File: src/rtl/div_controller_datapath.sv
// ---------------------------------------------------------------------------
// div_controller_datapath
//
// Sequential 8-bit unsigned divider using repeated subtraction. A control FSM
// steers a small datapath: A holds the dividend and becomes the remainder, B
// holds the divisor, and Q counts successful subtractions. Dividend and
// divisor arrive one after the other on the shared data_in bus, on the two
// cycles that follow the start request.
//
// Optional feature macro: DIV_ERR_FLAG_EN
//   When it is defined, the div_err port and its flag register exist.
//   Without it, divide-by-zero still ends with quotient 8'hFF and
//   remainder = dividend. There is simply no flag output.
//
// Ports:
//   clk        in   1  clock; all state changes on the rising edge
//   rst        in   1  synchronous active-high reset (wins over everything)
//   start      in   1  request, sampled in IDLE and DONE only
//   data_in    in   8  dividend (LOAD_A cycle), divisor (LOAD_B cycle)
//   done       out  1  high while the FSM is in DONE
//   quotient   out  8  Q register (valid while done = 1)
//   remainder  out  8  A register (valid while done = 1)
//   div_err    out  1  divide-by-zero flag (DIV_ERR_FLAG_EN builds only)
// ---------------------------------------------------------------------------
module div_controller_datapath (
   input  logic       clk,
   input  logic       rst,
   input  logic       start,
   input  logic [7:0] data_in,
   output logic       done,
   output logic [7:0] quotient,
   output logic [7:0] remainder
`ifdef DIV_ERR_FLAG_EN
   ,
   output logic       div_err
`endif
);

   typedef enum logic [2:0] {
      IDLE   = 3'd0,
      LOAD_A = 3'd1,
      LOAD_B = 3'd2,
      SUB    = 3'd3,
      DONE   = 3'd4
   } state_t;

   state_t     state_reg;
   state_t     state_next;

   logic [7:0] a_reg;
   logic [7:0] b_reg;
   logic [7:0] q_reg;

   // Datapath controls decoded by the FSM.
   logic       load_a;
   logic       load_b;
   logic       sub_en;
   logic       div_zero;

   // ------------------------------------------------------------------
   // State register
   // ------------------------------------------------------------------
   always_ff @(posedge clk) begin
      if (rst) begin
         state_reg <= IDLE;
      end else begin
         state_reg <= state_next;
      end
   end

   // ------------------------------------------------------------------
   // Next-state and control decode
   // ------------------------------------------------------------------
   always_comb begin
      state_next = state_reg;
      load_a     = 1'b0;
      load_b     = 1'b0;
      sub_en     = 1'b0;
      div_zero   = 1'b0;
      case (state_reg)
         IDLE: begin
            if (start) begin
               state_next = LOAD_A;
            end
         end
         LOAD_A: begin
            load_a     = 1'b1;
            state_next = LOAD_B;
         end
         LOAD_B: begin
            load_b     = 1'b1;
            state_next = SUB;
         end
         SUB: begin
            // The zero test must come first. Otherwise A >= 0 would hold
            // forever and the loop would never end.
            if (b_reg == 8'd0) begin
               div_zero   = 1'b1;
               state_next = DONE;
            end else if (a_reg >= b_reg) begin
               sub_en     = 1'b1;
            end else begin
               state_next = DONE;
            end
         end
         DONE: begin
            // Leaving DONE needs start to drop first. This prevents an
            // automatic restart while start is still held.
            if (!start) begin
               state_next = IDLE;
            end
         end
         default: begin
            state_next = IDLE;
         end
      endcase
   end

   // ------------------------------------------------------------------
   // Datapath registers
   // ------------------------------------------------------------------
   always_ff @(posedge clk) begin
      if (rst) begin
         a_reg <= 8'd0;
         b_reg <= 8'd0;
         q_reg <= 8'd0;
      end else begin
         if (load_a) begin
            a_reg <= data_in;
         end
         if (load_b) begin
            b_reg <= data_in;
            q_reg <= 8'd0;
         end
         if (sub_en) begin
            // The compare guarantees that A >= B, so this cannot underflow.
            a_reg <= a_reg - b_reg;
            q_reg <= q_reg + 8'd1;
         end
         if (div_zero) begin
            // Divide-by-zero result: an all-ones quotient. A keeps the dividend.
            q_reg <= 8'hFF;
         end
      end
   end

`ifdef DIV_ERR_FLAG_EN
   logic err_reg;

   always_ff @(posedge clk) begin
      if (rst) begin
         err_reg <= 1'b0;
      end else if (div_zero) begin
         err_reg <= 1'b1;
      end else if ((state_reg == DONE) && !start) begin
         err_reg <= 1'b0;
      end
   end

   assign div_err = err_reg;
`endif

   // done is decoded only from the state register. This gives a registered
   // output with no path from any input.
   assign done      = (state_reg == DONE);
   assign quotient  = q_reg;
   assign remainder = a_reg;

endmodule

File: config.mk
export PLATFORM = sky130hd
export DESIGN_NAME = div_controller_datapath
export DESIGN_NICKNAME = d
export VERILOG_FILES = /design/src/rtl/div_controller_datapath.sv
export SDC_FILE = /design/constraint.sdc
export NUM_CORES = 1
export LEC_CHECK = 0
export ABC_AREA = 0
export BUFFER_PORTS_ARGS = -buffer_cell sky130_fd_sc_hd__buf_2
export CORE_MARGIN = 10
export CORE_UTILIZATION = 50
export DETAILED_ROUTE_END_ITERATION = 12
export GPL_TIMING_DRIVEN = 0
export PLACE_DENSITY = 0.81
export SLEW_MARGIN = 20
export SYNTH_ARGS = -nofsm -noshare
export SYNTH_HDL_FRONTEND = slang
export SYNTH_SLANG_ARGS = --single-unit
File: constraint.sdc
create_clock -name clk -period 2.05 [get_ports clk]
set_input_delay 0.205 -clock clk [delete_from_list [all_inputs] [get_ports clk]]
set_output_delay 0.205 -clock clk [all_outputs]
set_load 0.02 [all_outputs]
==> parameters.txt <==
Parameter                              Value

Placed design
  Sum of net half-perimeters after detailed placement    2910 um
  Number of placed cells counting well taps    265
  Quantity of I/O buffers inserted on ports    26
  Place WS    -179 ps
  Weighted congestion reported at the end of routability-driven placement    0.904

Die
  Starting density of the core    0.527
  Area of the die    5920 um2
  # rows    20
  Chip Height    77.0 um
  Placeable core region    3080 um2
  I/O pin count    28
  Width of the die    77.0 um

GRT
  Remaining global-route overflow    0
  Total routing resource utilization after global routing    0.151
  Vias in the first global route    1548
  Maximum number of pins on one net before global-route repair    16
  Number of antenna violations at the first check in global routing    0
  Global-route wire length before repair    7450 um

Setup path
  Maximum single-stage delay on the critical path    390 ps
  Endpoint class of the critical path    flop
  R2R cell count    10
  Crit-path cells    inv_4 -> ha_4 -> fa_2 -> a21boi_4 -> o21ai_2 -> a22oi_2 -> buf_4 -> buf_6 -> or3b_1 -> a31oi_1
  Type of element launching the critical path    flop
  CP bufs+invs    3
  Critical-path maximum fanout    7
  End of the worst register-to-register path    quotient[3]$_SDFFE_PP0P_
  Critical path class    reg -> reg
  Setup slack on the worst flop-to-flop path    -120 ps
  Required time at the endpoint of the critical path    2340 ps
  Arr. time, crit path    2460 ps
  Launching point of the worst reg2reg path    remainder[0]$_SDFFE_PP0P_
  CP max-delay cell    dfxtp_4
  Kind of cell adding the most delay to the critical path    compound AO/OA/AOI/OAI gates

Route
  Post-route DRC    0
  ANT nets after route    0
  Via count of the routed design    1615
  Iter 0 DRT Violations    141
  Routed wirelength normalized by instance count    17.5 um
  TritonRoute pass-1 iters    4
  Via count normalized by instance count    5.71
  Final wirelength    4970 um

Clock tree
  Clock-pin transition on the worst setup and hold timing paths    160 ps
  Total clock buffers created by CTS    3
  Number of sinks on the clock net    27
  Level count of the clock H-tree    1
  Clk Tree Root Cell    clkbuf_4
  Clock latency on the worst-skew pair    350 ps
  Cts-stage hold buffer count    0
  CTS tree    done
  Maximum clock insertion buffer count    2

Finish
  Cell Count, Final, Fillers Out    283
  Antenna cell count    0
  Area overhead of the layout relative to synthesis    37.3%
  Share of final-layout standard cells stronger than drive strength 1    0.410
  Final core occ    0.724
  Fin nets    261

Synth
  Yosys warning count    0
  Number of nets in the synthesized netlist    216
  Distinct cell type count after synthesis    45
  Largest area contributor in the netlist    dfxtp_1
  Sequential element share of the synthesized area    0.333
  Mapped cell area    1620 um2
  Leading cell types by total area after synthesis    dfxtp_1, ha_1, nand2_1
  Synthesized instance count    195
  Syn avg cell area    8.32 um2
  Fraction of synthesized cell area taken by the top area cell type    0.333
  Synthesis-stage register bit count    27

Power
  Max IR drop VDD    0.000528 V
  Cell leakage power    0.848 nW
  Total power divided by cell area    765 nW/um2

STA
  Setup violators final    18
  Transition at the pin with the smallest max-transition slack    647 ps
  Worst setup slack after layout    -122 ps
  Layout Skew    5.39 ps
  Final period utilization    1.06
  Period minus WS final    2170 ps
  RSZ-0062 raised after global routing    yes
  Hold violation total from the final report    0
  Peak clock frequency supported by timing    460 MHz
  Max-slew violation total from the final report    0
  Slew headroom    0.569

Run status
  Status    finished with violations
  Violations in the final reports    setup timing

Worst hold path
  Hold Crit Endpoint    b_reg[5]$_SDFFE_PP0N_
  HP Class    in -> reg
  Startpoint of the tightest hold check path    data_in[5]
  Hold Path Cell Cnt    3

Run
  Maximum capacitance violations    0
layout by cell type (no fill, tap or decap), types with 3 or more instances in the layout:
master	Yosys	final
mux2i_1	4	4
or3b_1	3	3
inv_1	9	8
a211oi_2	3	7
a21oi_2	2	5
buf_6	2	5
clkbuf_1	5	4
a31oi_1	8	6
nand2b_1	5	5
nor2_4	2	6
o21ai_1	0	3
xor2_1	3	3
xnor2_1	4	4
buf_4	1	9
nor2_1	19	14
a211oi_1	7	3
and3_1	3	3
dfxtp_2	0	6
o21ai_0	10	5
buf_2	0	26
nand2_1	22	21
clkbuf_4	0	3
ha_4	0	5
and2_1	3	3
dfxtp_1	27	20
ha_1	9	3
nor2b_1	3	3
a21oi_1	15	12
cell type report:
| cell class | count | area (um2) |
|---|---|---|
| plain buffers | 9 | 61.3 |
| clock buffers | 3 | 22.5 |
| clock inverters | 1 | 5.00 |
| fillers | 232 | 851 |
| inverters | 9 | 36.3 |
| multi-input cells | 150 | 1220 |
| flip-flops and latches | 27 | 552 |
| well taps | 44 | 55.1 |
| repair buffers | 40 | 279 |
report_power, final:
part           internal (mW)  leakage (nW)  switching [mW]
logic                  0.347         0.607           0.469
registers              0.578         0.223          0.0583
clock network         0.0737        0.0177           0.178
synth_stat cells (all sizes together):
cell type and count:
buf 4, a32oi 1, nand3b 2, nor3b 2, ha 9, or4 2, o21a 2, inv 9
and4 1, a211oi 10, nor3 1, or3 1, or3b 3, nand2b 5, xnor2 4, a21boi 1
a22oi 2, and2 3, nor2 21, o2111ai 1, xor2 3, a31oi 8, and3b 1, nand2 22
and3 3, fa 1, nand3 4, o31ai 1, dfxtp 27, mux2i 4, or2 2, o21ai 10
clkbuf 5, nor2b 3, a21oi 17
per-layer routing:
metal	up-vias	track usage	routed length, um
met5	-	0	0
met4	0	0.0595	143
met1	768	0.188	2110
met2	62	0.239	2320
met3	11	0.0431	385
li1	774	-	-
worst min-delay path, delay by kind of cell:
family,cells,cell delay [ps]
buf+inv,1,100
simple gates,1,50
compound gates,1,50
what timing repair did:
| action | in CTS | in global routing |
|---|---|---|
| gates resized for setup | 23 | 31 |
| endpoints found under the setup margin | 17 | 19 |
| pin swaps | 21 | 11 |
| gates cloned | 1 | 0 |
| buffers inserted | 11 | 2 |
logic make-up after synthesis:
family                     after synthesis  synth area share
muxes                                    4            0.0247
and+or+nand+nor                         76             0.253
DFF                                     27             0.333
adders and majority gates               10            0.0818
AOI/OAI and AO/OA                       53             0.216
xor gates and xnor gates                 7            0.0378
buffers and inverters                   18            0.0532
per-stage QoR:
step                      cell area [um2]  hold WS (ps)  power, mW  setup TNS (ps)
after global placement               1830           454       1.22            -695
after floorplan                      1640           341       1.10           -10.7
after CTS                            2060          96.3       1.56           -1690
final                                2230          84.1       1.70           -1190
after global routing                 2230          96.2       1.80           -2540
after detailed placement             1830           463       1.24           -1390
worst max-delay path by stage:
stage	startpoint	end	slack [ps]	depth (start not counted)
5_1_grt	remainder[0]$_SDFFE_PP0P_	quotient[3]$_SDFFE_PP0P_	-200	10
3_3_place_gp	remainder[0]$_SDFFE_PP0P_	quotient[2]$_SDFFE_PP0P_	-140	11
4_1_cts	remainder[0]$_SDFFE_PP0P_	quotient[3]$_SDFFE_PP0P_	-130	10
3_5_place_dp	remainder[0]$_SDFFE_PP0P_	quotient[2]$_SDFFE_PP0P_	-180	11
6_report	remainder[0]$_SDFFE_PP0P_	quotient[3]$_SDFFE_PP0P_	-120	10
2_1_floorplan	remainder[0]$_SDFFE_PP0P_	quotient[2]$_SDFFE_PP0P_	-5	11
Note: power is estimated with default switching activity, not from simulation.
